**config.mk**
```make
export PLATFORM = sky130hd
export DESIGN_NAME = fetch_unit
export DESIGN_NICKNAME = d
export VERILOG_FILES = /design/src/rtl/fetch_unit_pkg.sv /design/src/rtl/fetch_buffer.sv /design/src/rtl/fetch_unit.sv
export SDC_FILE = /design/constraint.sdc
export NUM_CORES = 1
export LEC_CHECK = 0
export ABC_CLOCK_PERIOD_IN_PS = 2000
export CORE_MARGIN = 3
export CORE_UTILIZATION = 48
export DETAILED_ROUTE_END_ITERATION = 16
export GPL_TIMING_DRIVEN = 0
export PLACE_DENSITY = 0.88
export SLEW_MARGIN = 20
export SYNTH_ARGS = -nofsm -noshare
export SYNTH_HDL_FRONTEND = slang
export SYNTH_SLANG_ARGS = --single-unit
```
**constraint.sdc**
```tcl
create_clock -name clk -period 2 [get_ports clk]
set_input_delay 0.4 -clock clk [delete_from_list [all_inputs] [get_ports clk]]
set_output_delay 0.4 -clock clk [all_outputs]
set_load 0.005 [all_outputs]
```
**src/rtl/fetch_unit_pkg.sv**
```systemverilog
// Shared fetch-stage types and constants, also used by the core top level.
package fetch_unit_pkg;

   localparam int XLEN = 32;
   localparam int ILEN = 32;
   localparam logic [ILEN-1:0] INSTR_NOP = 32'h0000_0013;
   localparam logic [XLEN-1:0] DEFAULT_RESET_PC = 32'h0000_0000;

   typedef struct packed {
      logic [XLEN-1:0] pc;
      logic [ILEN-1:0] instr;
   } fetch_entry_t;

   typedef enum logic {
      ST_RUN,
      ST_DEFER
   } fetch_state_t;

   // Fetch targets are word aligned; the low two bits are dropped.
   function automatic logic [XLEN-1:0] align_pc(input logic [XLEN-1:0] addr);
      return addr & 32'hFFFF_FFFC;
   endfunction

endpackage

```
**src/rtl/fetch_buffer.sv**
```systemverilog
// Small synchronous FIFO of {pc, instr} entries between fetch and decode.
module fetch_buffer
   import fetch_unit_pkg::*;
#(
   parameter int DEPTH = 2
) (
   input  logic         clk,
   input  logic         rst_n,
   input  logic         push,
   input  logic         pop,
   input  logic         flush,
   input  fetch_entry_t wr_entry,
   output fetch_entry_t head,
   output logic [1:0]   count
);

   localparam int PTR_W = $clog2(DEPTH);

   fetch_entry_t     mem_reg [DEPTH];
   logic [PTR_W-1:0] rd_ptr_reg;
   logic [PTR_W-1:0] wr_ptr_reg;
   logic [1:0]       count_reg;

   always_ff @(posedge clk or negedge rst_n) begin
      if (!rst_n) begin
         count_reg  <= '0;
         rd_ptr_reg <= '0;
         wr_ptr_reg <= '0;
         for (int i = 0; i < DEPTH; i++) begin
            mem_reg[i] <= '0;
         end
      end else if (flush) begin
         count_reg  <= '0;
         rd_ptr_reg <= '0;
         wr_ptr_reg <= '0;
      end else begin
         // When full, the write slot is the head being popped in the same cycle.
         if (push) begin
            mem_reg[wr_ptr_reg] <= wr_entry;
            wr_ptr_reg          <= wr_ptr_reg + 1'b1;
         end
         if (pop) begin
            rd_ptr_reg <= rd_ptr_reg + 1'b1;
         end
         count_reg <= count_reg + {1'b0, push} - {1'b0, pop};
      end
   end

   assign head  = (count_reg != 2'd0) ? mem_reg[rd_ptr_reg] : '0;
   assign count = count_reg;

endmodule

```
**src/rtl/fetch_unit.sv**
```systemverilog
// Fetch stage: PC ownership, redirect deferral across cache refills, buffer toward decode.
module fetch_unit
   import fetch_unit_pkg::*;
#(
   parameter logic [XLEN-1:0] RESET_PC  = DEFAULT_RESET_PC,
   parameter int              BUF_DEPTH = 2
) (
   input  logic            clk,
   input  logic            rst_n,
   output logic [XLEN-1:0] icache_addr,
   input  logic [ILEN-1:0] icache_instr,
   input  logic            icache_stall,
   input  logic            redirect_valid,
   input  logic [XLEN-1:0] redirect_pc,
   output logic            id_valid,
   input  logic            id_ready,
   output logic [XLEN-1:0] id_pc,
   output logic [ILEN-1:0] id_instr
);

   fetch_state_t    state_reg;
   logic [XLEN-1:0] pc_reg;
   logic [XLEN-1:0] pend_pc_reg;
   logic [XLEN-1:0] redirect_target;
   logic            pend_valid;
   logic            buf_full;
   logic            push;
   logic            pop;
   logic [1:0]      buf_count;
   fetch_entry_t    wr_entry;
   fetch_entry_t    head;

   assign redirect_target = align_pc(redirect_pc);
   assign pend_valid      = (state_reg == ST_DEFER);
   assign buf_full        = (buf_count == 2'(BUF_DEPTH));

   assign pop  = id_valid && id_ready && !redirect_valid;
   assign push = !icache_stall && !redirect_valid && !pend_valid && (!buf_full || pop);
   assign wr_entry = '{pc: pc_reg, instr: icache_instr};

   // pc only moves on an unstalled cycle, so the refill address stays put.
   always_ff @(posedge clk or negedge rst_n) begin
      if (!rst_n) begin
         state_reg   <= ST_RUN;
         pc_reg      <= RESET_PC;
         pend_pc_reg <= '0;
      end else begin
         case (state_reg)
            ST_RUN: begin
               if (redirect_valid) begin
                  if (icache_stall) begin
                     pend_pc_reg <= redirect_target;
                     state_reg   <= ST_DEFER;
                  end else begin
                     pc_reg <= redirect_target;
                  end
               end else if (push) begin
                  pc_reg <= pc_reg + 32'd4;
               end
            end
            ST_DEFER: begin
               if (redirect_valid && icache_stall) begin
                  pend_pc_reg <= redirect_target;
               end else if (!icache_stall) begin
                  pc_reg    <= redirect_valid ? redirect_target : pend_pc_reg;
                  state_reg <= ST_RUN;
               end
            end
            default: state_reg <= ST_RUN;
         endcase
      end
   end

   fetch_buffer #(
      .DEPTH(BUF_DEPTH)
   ) u_fetch_buffer (
      .clk      (clk),
      .rst_n    (rst_n),
      .push     (push),
      .pop      (pop),
      .flush    (redirect_valid),
      .wr_entry (wr_entry),
      .head     (head),
      .count    (buf_count)
   );

   assign icache_addr = pc_reg;
   assign id_valid    = (buf_count != 2'd0);
   assign id_pc       = head.pc;
   assign id_instr    = head.instr;

endmodule

```
==> metrics.txt <==
Placer Congestion 0.943; leading cell types in the layout, fill and taps excluded dfrtp_1 (170), clkdlybuf4s50_1 (91), mux2_4 (80); pre-CTS WS -1070 ps; total power of the final layout ~14 mW; Overflow after GRT 0; clk_skew 8.00 ps; cts bufs inserted 17; Yosys reg bits roughly 190; Initial Util 0.497; LEAKAGE 5.69 nW; Die X-Extent 144 µm; fmax about 0.47 GHz; RSZ-0062 raised after global routing yes; first-pass iteration count of the detailed router 7; cell taking the most area after synthesis dfrtp_1; drt total wl between 20 and 30 mm; Cell Rows 49; synth warn 0; global-route wire length before repair 39.9 mm; initial drt markers 686; Top-Level Pins 166; post-route ant nets 0; most common cell after layout, fill and taps aside dfrtp_1; sequential share of the synthesized area 0.519; fill count 1230; Hold Violations, Final 0; area grow syn2layout 43.6%; Synth async-reset ratio 1.00; largest net degree at the start of global routing 67; library cells used by synthesis 53; Synth Cell Area 9110 µm²; # setup viols final around 160; Setup TNS Final -10310 ps; # H-tree levels 4; DRC 0; P per Cell Area 1050 nW/µm²; end-of-flow core utilization 0.714; post-synth top area share 0.519; via count ~7600; CTS tree done; Final Max Slew Viols 0; Max Cap Viol 0; port bufs 158; Total GRT Usage 0.247; CP Data Arrival Time approximately 2500 ps; Min-Delay Path Class in -> async; post-synthesis instance total just under 800; max FFs per register 124; synth top area cells dfrtp_1 (52%), mux2_2 (18%), mux2i_1 (7.4%); Critical Path End Type flop; failing checks setup timing; Vias/cell ~6; Final WS setup -133 ps; share of layout cells above drive strength 1 0.400; Hold Worst Slack ~500 ps; HPWL Detailed 16.9 mm; Req. time, crit path 2320 ps; Max transition margin 0.535; clock-pin slew of the registers on the worst-case setup and hold paths 70 ps; crit path time final 2130 ps; clock latency on the worst-skew pair 430 ps; total core area between 15000 and 20000 µm²; Syn Area/Cell around 12 µm²; full die area around 21000 µm²; Tightest Pin Transition 698 ps; number of global-route vias before repair 7602; critical path class reg -> reg; number of flops mapped to enable cells by yosys 0; Final nets roughly 1100; Die H about 140 µm; fin crit share 1.07; root buffer cell clkbuf_16; clk buf depth 2; initial antenna violation count 1; startpoint types flop; status finished, violations left; clock sink count 189; CP max FO 6; WL/cell about 22 µm; worst vdd ir 0.693 mV; Most used DFF post-synth dfrtp_1
power breakdown:
| part | internal, mW | total (mW) | switching [mW] |
|---|---|---|---|
| Combinational | 2.66 | 4.32 | 1.66 |
| Sequential | 5.00 | 5.91 | 0.910 |
| Clock | 2.04 | 3.51 | 1.47 |
critical path, stage by stage (launching register included):
cell	delay, ps
dfrtp_2	440
or2_0	220
buf_4	180
buf_6	120
nor3_4	180
and2_4	230
buf_12	160
clkbuf_16	160
mux2_2	320
kinds of logic after synthesis:
| logic type | after synthesis | synth area share |
|---|---|---|
| other | 1 | 0.000411 |
| muxes | 221 | 0.264 |
| adders and majority gates | 3 | 0.00412 |
| and+or+nand+nor | 171 | 0.0874 |
| xor gates and xnor gates | 4 | 0.00384 |
| buffers and inverters | 75 | 0.0350 |
| DFF | 189 | 0.519 |
| AOI/OAI and AO/OA | 105 | 0.0865 |
Yosys cell counts, types with 2 or more instances:
library cell  number
o2bb2ai_1          6
xnor2_1            2
a21oi_1            5
a222oi_1           6
mux2_2           149
o22ai_1            2
nand4_1           12
a22oi_1           11
buf_1              3
or4_1              3
nand2_1           32
buf_2             18
a221oi_1           3
o211ai_1          14
buf_4              4
o41ai_1            2
nor4_1             7
nand3_1            9
nor2_1            80
clkbuf_1          37
or3_1              7
and2_1             3
a31oi_1            2
xor2_1             2
a21o_1             2
o311ai_0           9
mux2_1             5
inv_1             12
o211a_1            2
o21ai_0           22
ha_1               3
mux2i_1           67
a22o_1             7
dfrtp_1          189
and4_1             3
o31a_1             5
nor2b_1            2
nor3_1             7
what timing repair did:
action                     in CTS  in global routing
setup endpoints to repair     219                210
hold endpoints to repair       60                  0
cloned                          4                 11
setup buffers                  31                 19
hold buffers                    1                  0
pin swaps                      42                 45
gates resized for setup       371                159
final cells by class:
class,instances,area [µm²],share of cell area
Antenna cell,1,2.50,0.000191
Tap cell,229,287,0.0219
Sequential cell,189,4750,0.363
Clock buffer,22,464,0.0355
Multi-Input combinational cell,508,4630,0.353
Clock inverter,10,139,0.0106
Inverter,13,48.8,0.00373
Buffer,54,587,0.0448
Timing Repair Buffer,225,2180,0.167
stage by stage:
step,area [µm²],std cells
finish,13100,1251
global route,13100,1251
CTS,12200,1222
detailed placement,11100,1161
global placement,11000,1159
floorplan,9140,772
path summary, 6_finish.rpt:
check                                                       start                                     end  slack (ps)  cells after the start
max                                          pend_valid$_DFF_PN0_  u_fetch_buffer.mem_reg[23]$_DFFE_PN0P_        -130                      8
min                                                         rst_n              icache_addr[6]$_DFFE_PN0P_         490                      2
max reg2reg                                  pend_valid$_DFF_PN0_  u_fetch_buffer.mem_reg[23]$_DFFE_PN0P_        -130                      8
min reg2reg                u_fetch_buffer.mem_reg[94]$_DFFE_PN0P_  u_fetch_buffer.mem_reg[94]$_DFFE_PN0P_         490                      1
max in group asynchronous                                   rst_n             icache_addr[19]$_DFFE_PN0P_         470                      4
min in group clk           u_fetch_buffer.mem_reg[94]$_DFFE_PN0P_  u_fetch_buffer.mem_reg[94]$_DFFE_PN0P_         490                      1
routing by layer:
metal / global-route usage / up-vias / share of wire
met2: 0.417 / 452 / 0.48
met5: 0 / - / 0
met4: 0.0887 / 0 / 0.032
met3: 0.0592 / 75 / 0.081
li1: - / 3290 / -
met1: 0.311 / 3778 / 0.40
Note: power is estimated with default switching activity, not from simulation.
